`src/rtl/fp_div_sequencer_pkg.sv`:
```
// Shared single-precision definitions for the FP divide engine: field widths, the float
// struct, the controller state encoding and the operand classification helpers.
package floatingpoint;

    localparam int EXPONENT_BITS = 8;
    localparam int FRACTION_BITS = 23;
    localparam int BIAS          = 127;
    localparam int EXP_MAX       = 255;
    localparam logic [31:0] QNAN = 32'h7FC00000;

    typedef struct packed {
        logic                     sign;
        logic [EXPONENT_BITS-1:0] exponent;
        logic [FRACTION_BITS-1:0] fraction;
    } float_t;

    typedef enum logic [1:0] {
        IDLE      = 2'd0,
        DIVIDE    = 2'd1,
        NORMALIZE = 2'd2,
        DONE      = 2'd3
    } state_t;

    // Denormals count as zero: the engine never consumes or produces them.
    function automatic logic iszero(input float_t f);
        return f.exponent == '0;
    endfunction

    function automatic logic isnan(input float_t f);
        return (f.exponent == '1) && (f.fraction != '0);
    endfunction

    function automatic logic isinfinity(input float_t f);
        return (f.exponent == '1) && (f.fraction == '0);
    endfunction

endpackage

```
`src/rtl/fp_div_sequencer_mantissa_divider.sv`:
```
// Radix-2 restoring mantissa iterator: one quotient bit per step, sequenced by the
// fp_div_sequencer FSM; `last` flags the step that produces the final quotient bit.
module mantissa_divider #(
    parameter int QBITS = 26
) (
    input  logic             clock,
    input  logic             reset,
    input  logic             start,
    input  logic             step,
    input  logic [23:0]      ma,
    input  logic [23:0]      mb,
    output logic [QBITS-1:0] q,
    output logic [24:0]      rem,
    output logic             last
);

    localparam int CW = $clog2(QBITS + 1);

    logic [CW-1:0] count;
    logic [23:0]   mb_r;
    logic          ge;
    logic [23:0]   diff;

    // The remainder stays below mb (< 2^24) after each subtract, so 24 bits hold it before the shift.
    assign ge   = rem >= {1'b0, mb_r};
    assign diff = ge ? 24'(rem - {1'b0, mb_r}) : rem[23:0];
    assign last = step && (count == CW'(QBITS - 1));

    always_ff @(posedge clock) begin
        if (reset) begin
            count <= '0;
            mb_r  <= '0;
            q     <= '0;
            rem   <= '0;
        end else if (start) begin
            count <= '0;
            mb_r  <= mb;
            q     <= '0;
            rem   <= {1'b0, ma};
        end else if (step) begin
            count <= count + CW'(1);
            q     <= {q[QBITS-2:0], ge};
            rem   <= {diff, 1'b0};
        end
    end

endmodule

```
`src/rtl/fp_div_sequencer.sv`:
```
// Multi-cycle IEEE-754 single-precision divide controller (one op in flight).
// Define FP_ROUND_NEAREST_EN for round-to-nearest-even; otherwise results truncate toward zero.
module fp_div_sequencer
    import floatingpoint::*;
#(
    parameter int QBITS = FRACTION_BITS + 3
) (
    input  logic        clock,
    input  logic        reset,
    input  logic        in_valid,
    output logic        in_ready,
    input  logic [31:0] a,
    input  logic [31:0] b,
    output logic        out_valid,
    input  logic        out_ready,
    output logic [31:0] result,
    output logic        invalid,
    output logic        div_by_zero,
    output logic        overflow,
    output logic        underflow,
    output logic [1:0]  dbg_state
);

    // Handshake: a transfer happens on a rising edge where valid && ready; in_ready is high only
    // in IDLE, and result/flags/out_valid hold steady while out_valid && !out_ready.

    state_t             state;
    float_t             fa, fb;
    logic               sign_r;
    logic signed [9:0]  exp_r;
    logic signed [9:0]  exp_init;
    logic               accept;

    logic               spec_hit, spec_inv, spec_dbz, sign_x;
    logic [31:0]        spec_res;

    logic               div_start, div_step, div_last;
    logic [QBITS-1:0]   div_q;
    logic [24:0]        div_rem;

    logic [QBITS-1:0]   q_n;
    logic signed [9:0]  e_n, e_r;
    logic [22:0]        frac_t, frac_r;
    logic               guard, sticky, inc;
    logic [23:0]        mant;
    logic               norm_ovf, norm_unf;
    logic [31:0]        norm_res;

    assign fa        = a;
    assign fb        = b;
    assign sign_x    = fa.sign ^ fb.sign;
    assign accept    = in_valid && in_ready;
    assign exp_init  = signed'({2'b00, fa.exponent} - {2'b00, fb.exponent} + 10'(BIAS));
    assign div_start = accept && (state == IDLE) && !spec_hit;
    assign div_step  = (state == DIVIDE);
    assign dbg_state = state;

    always_comb begin
        spec_hit = 1'b1;
        spec_inv = 1'b0;
        spec_dbz = 1'b0;
        spec_res = '0;
        if (isnan(fa) || isnan(fb) || (iszero(fa) && iszero(fb)) ||
            (isinfinity(fa) && isinfinity(fb))) begin
            spec_res = QNAN;
            spec_inv = 1'b1;
        end else if (iszero(fb) && !isinfinity(fa)) begin
            spec_res = {sign_x, 8'hFF, 23'h0};
            spec_dbz = 1'b1;
        end else if (isinfinity(fa)) begin
            spec_res = {sign_x, 8'hFF, 23'h0};
        end else if (iszero(fa) || isinfinity(fb)) begin
            spec_res = {sign_x, 31'h0};
        end else begin
            spec_hit = 1'b0;
        end
    end

    mantissa_divider #(.QBITS(QBITS)) u_mant (
        .clock (clock),
        .reset (reset),
        .start (div_start),
        .step  (div_step),
        .ma    ({1'b1, fa.fraction}),
        .mb    ({1'b1, fb.fraction}),
        .q     (div_q),
        .rem   (div_rem),
        .last  (div_last)
    );

    // Quotient lies in (0.5, 2): at most one left shift brings the leading one to the top bit.
    always_comb begin
        q_n = div_q;
        e_n = exp_r;
        if (!div_q[QBITS-1]) begin
            q_n = div_q << 1;
            e_n = exp_r - 10'sd1;
        end
        frac_t = q_n[QBITS-2 -: FRACTION_BITS];
        guard  = q_n[QBITS-FRACTION_BITS-2];
        sticky = (|q_n[QBITS-FRACTION_BITS-3:0]) || (div_rem != '0);
`ifdef FP_ROUND_NEAREST_EN
        inc = guard && (sticky || frac_t[0]);
`else
        inc = 1'b0;
`endif
        mant   = {1'b0, frac_t} + {23'd0, inc};
        e_r    = e_n;
        frac_r = mant[22:0];
        if (mant[23]) begin
            frac_r = '0;
            e_r    = e_n + 10'sd1;
        end
        norm_ovf = e_r >= $signed(10'(EXP_MAX));
        norm_unf = e_r <= 10'sd0;
        norm_res = {sign_r, e_r[7:0], frac_r};
        if (norm_ovf)
            norm_res = {sign_r, 8'hFF, 23'h0};
        else if (norm_unf)
            norm_res = {sign_r, 31'h0};
    end

`ifndef FP_ROUND_NEAREST_EN
    logic unused_round_bits;
    assign unused_round_bits = guard ^ sticky;
`endif

    always_ff @(posedge clock) begin
        if (reset) begin
            state       <= IDLE;
            in_ready    <= 1'b1;
            out_valid   <= 1'b0;
            result      <= '0;
            invalid     <= 1'b0;
            div_by_zero <= 1'b0;
            overflow    <= 1'b0;
            underflow   <= 1'b0;
            sign_r      <= 1'b0;
            exp_r       <= '0;
        end else begin
            case (state)
                IDLE: begin
                    if (accept) begin
                        in_ready    <= 1'b0;
                        overflow    <= 1'b0;
                        underflow   <= 1'b0;
                        sign_r      <= sign_x;
                        exp_r       <= exp_init;
                        invalid     <= spec_inv;
                        div_by_zero <= spec_dbz;
                        if (spec_hit) begin
                            result    <= spec_res;
                            out_valid <= 1'b1;
                            state     <= DONE;
                        end else begin
                            state <= DIVIDE;
                        end
                    end
                end
                DIVIDE: begin
                    if (div_last)
                        state <= NORMALIZE;
                end
                NORMALIZE: begin
                    result    <= norm_res;
                    overflow  <= norm_ovf;
                    underflow <= norm_unf && !norm_ovf;
                    out_valid <= 1'b1;
                    state     <= DONE;
                end
                DONE: begin
                    if (out_ready) begin
                        out_valid <= 1'b0;
                        in_ready  <= 1'b1;
                        state     <= IDLE;
                    end
                end
                default: state <= IDLE;
            endcase
        end
    end

endmodule
```
`config.mk`:
```
export PLATFORM = sky130hd
export DESIGN_NAME = fp_div_sequencer
export DESIGN_NICKNAME = d
export VERILOG_FILES = /design/src/rtl/fp_div_sequencer_pkg.sv /design/src/rtl/fp_div_sequencer_mantissa_divider.sv /design/src/rtl/fp_div_sequencer.sv
export SDC_FILE = /design/constraint.sdc
export NUM_CORES = 1
export LEC_CHECK = 0
export CAP_MARGIN = 20
export CORE_MARGIN = 4
export CORE_UTILIZATION = 55
export DETAILED_ROUTE_END_ITERATION = 8
export PLACE_DENSITY = 0.8
export SKIP_LAST_GASP = 1
export SYNTH_ARGS = -nofsm -noshare
export SYNTH_HDL_FRONTEND = slang
export SYNTH_SLANG_ARGS = --single-unit
```
`constraint.sdc`:
```
create_clock -name clock -period 4.6 [get_ports clock]
set_clock_uncertainty 0.15 [all_clocks]
set_input_delay 1.38 -clock clock [delete_from_list [all_inputs] [get_ports clock]]
set_output_delay 1.38 -clock clock [all_outputs]
set_load 0.02 [all_outputs]
```
==> metrics.yaml <==
startpoint: "b[23]"
min_period_ns: 3.96
initial_utilization: 0.568
synthAdderAreaFrac: 0.0706
reg2regPathDepth: 9
synth.top_cell.area_share: 0.327
ios: 108
setup_ws_ns: 0.641
path_clk_slew_ns: 0.06
synth.area.mux_share: 0.0810
ys_ff_latch: 131
cts_tree: "done"
synthFlopType: "dfxtp_1"
pre_cts_ws_ns: 0.231
synth.avg_cell_area_um2: 7.89
crit_path_top_delay_cell: "clkdlybuf4s50_1"
hpwl_mm: 15.2
cts-htree-levels: 4
num-fill-cells: 1169
r2r-start: "exp_r[0]"
synthTopCellsByCount: "dfxtp_1 (131), nand2_1 (127), nor2_1 (107)"
worst_slew_pin_slew_ns: 0.911
hold_path.class: "reg2reg"
arrival_ns: 4.13
die_h_um: 129
ys_seq_area_frac: 0.327
postSynthNetCount: 1127
vias: 7544
dr.first_iter.drc_count: 486
total_power_uw: 6910
cts_setup_buffers: 0
cp.required_ns: 4.77
synth_edf_count: 0
antenna_cells: 0
status: "finished, final reports clean"
ant_nets: 0
cts_buffers: 17
grt_max_degree: 52
grt_first_pass_wirelength_mm: 34.5
cts_hold_buf: 0
cp_top_family: "compound AO/OA/AOI/OAI gates"
core_area_um2: 14100
viasPerCell: 5.82
port_buffers: 107
die-width_um: 129
cts-resized-gates: 0
crit_top_cell: "a21oi_1"
max_freq_ghz: 0.253
rsz0062_at_grt: "no"
final-hold-violation-count: 0
die_area_um2: 16600
cts_sinks: 131
critical_path.max_fanout: 3
synthTopCellsByArea: "dfxtp_1 (33%), ha_1 (6.6%), a21oi_1 (6.2%)"
fin_crit_sh: 0.861
grt_pass1_vias: 7280
finalMaxSlewViolations: 0
cp_num_buf_inv: 2
regArea_um2: 2620
multi_input_area_um2: 4970
netlist_area_um2: 8010
crit_chain: "clkdlybuf4s50_1 > ha_1 > inv_1 > fa_1 > a21o_1 > a21oi_1 > xnor2_1 > a21oi_1 > o2111ai_1 > or3_1 > a41o_1"
setup.worst_path.end: "exp_r[7]"
finalSetupTns_ns: 0
path_depth: 11
clockRootBuffer: "clkbuf_16"
ir_worst_vdd_uv: 455
critPathCaptureType: "register"
finalSetupViolations: 0
powerDensity_nw_per_um2: 705
drive_gt1_frac: 0.0877
reg2reg_slack_ns: 1.50
synthCells: 1015
grt_overflow_total: 0
relSlewSlack: 0.392
syn_to_final_growth_pct: 22.3
synthXorXnorAreaFrac: 0.0448
rows: 43
firstDrtPassIters: 6
synthSimpleGateAreaFrac: 0.226
drc: 0
whs_ns: 0.300
synth_top_family_by_area: "simple AND/OR/NAND/NOR gates"
grt.total_usage: 0.255
clk_path_buf_depth: 2
synth_compound_area_frac: 0.196
yosysTopAreaCell: "dfxtp_1"
post_drt_wl_per_cell_um: 16.1
antenna_found_initial: 0
r2r-end: "result[18]"
place_congestion: 0.905
leakagePower_uw: 0.00377
start_kind: "primary input"
ys_warn_count: 0
synth_most_common_cell: "dfxtp_1"
maxCapViolCount: 0
clk_latency_ns: 0.42
async_reset_ff_frac: 0
path_class: "in2reg"
slowest_delay_ns: 0.53
synth_cell_types: 70
routed_wirelength_mm: 20.9
nNetsFinal: 1216
[cell families (layout without fill, tap and decap cells)]
| logic type | count (synthesis) | count (layout) |
|---|---|---|
| flops | 131 | 131 |
| mux | 62 | 62 |
| xor+xnor | 41 | 41 |
| simple gates | 386 | 386 |
| compound gates | 244 | 244 |
| buf+inv | 107 | 209 |
| fa+ha+maj | 44 | 44 |
[cell usage in the layout (no fill, tap or decap), types with 19 or more instances in the layout]
| cell | n |
|---|---|
| mux2_2 | 23 |
| mux2i_1 | 39 |
| a211oi_1 | 26 |
| o21ai_0 | 41 |
| dfxtp_1 | 131 |
| clkdlybuf4s50_1 | 106 |
| nor2_1 | 107 |
| nand3_1 | 38 |
| nor3_1 | 19 |
| nor4_1 | 19 |
| xor2_1 | 21 |
| nand2_1 | 127 |
| ha_1 | 41 |
| xnor2_1 | 20 |
| a21oi_1 | 99 |
| inv_1 | 52 |
[layout make-up]
| type | instances | area share |
|---|---|---|
| inverter | 52 | 0.0199 |
| clock inverter | 14 | 0.0146 |
| clock buffer | 18 | 0.0448 |
| timing repair buffer | 125 | 0.123 |
| tap | 180 | 0.0230 |
| multi-input combinational | 777 | 0.507 |
| sequential | 131 | 0.268 |
[metrics by stage]
step	utilization	std cells	instance area [µm²]
finish	0.695	1297	9800
floorplan	-	1015	8010
global placement	0.654	1265	9220
global route	0.695	1297	9800
CTS	0.695	1297	9800
detailed placement	0.654	1265	9220
[routing by layer]
| metal | vias to the layer above | GRT usage | wire length [µm] |
|---|---|---|---|
| li1 | 3781 | - | - |
| met1 | 3520 | 0.322 | 9140 |
| met2 | 203 | 0.432 | 10000 |
| met3 | 40 | 0.0594 | 1230 |
| met4 | 0 | 0.0834 | 462 |
| met5 | - | 0 | 0 |
[worst min-delay path by stage]
stage | startpoint | endpoint | slack (ns) | depth (start not counted)
3_5_place_dp | result[5] | result[5] | 0.29 | 2
6_report | result[5] | result[5] | 0.30 | 2
2_1_floorplan | u_mant.mb_r[23] | u_mant.mb_r[23] | 0.29 | 2
4_1_cts | result[5] | result[5] | 0.30 | 2
5_1_grt | result[15] | result[15] | 0.32 | 2
3_3_place_gp | result[17] | result[17] | 0.29 | 2
[sequential cells by signal, summed over array words and instances (netlist names)]
register / cells
underflow: 1
invalid: 1
div_by_zero: 1
u_mant.rem: 25
u_mant.q: 26
sign_r: 1
dbg_state: 2
out_valid: 1
u_mant.count: 5
result: 32
u_mant.mb_r: 24
overflow: 1
in_ready: 1
exp_r: 10
[tightest hold or removal path, cell delays in order, from the launching register on]
cell and delay [ns]:
dfxtp_1 0.31, nand2_1 0.05, a21oi_1 0.05
[power breakdown]
part           internal (µW)  switching (µW)  total [µW]
combinational           1680            2360        4040
sequential              1340             189        1530
clock                    775             566        1340
Note: power is estimated with default switching activity, not from simulation.
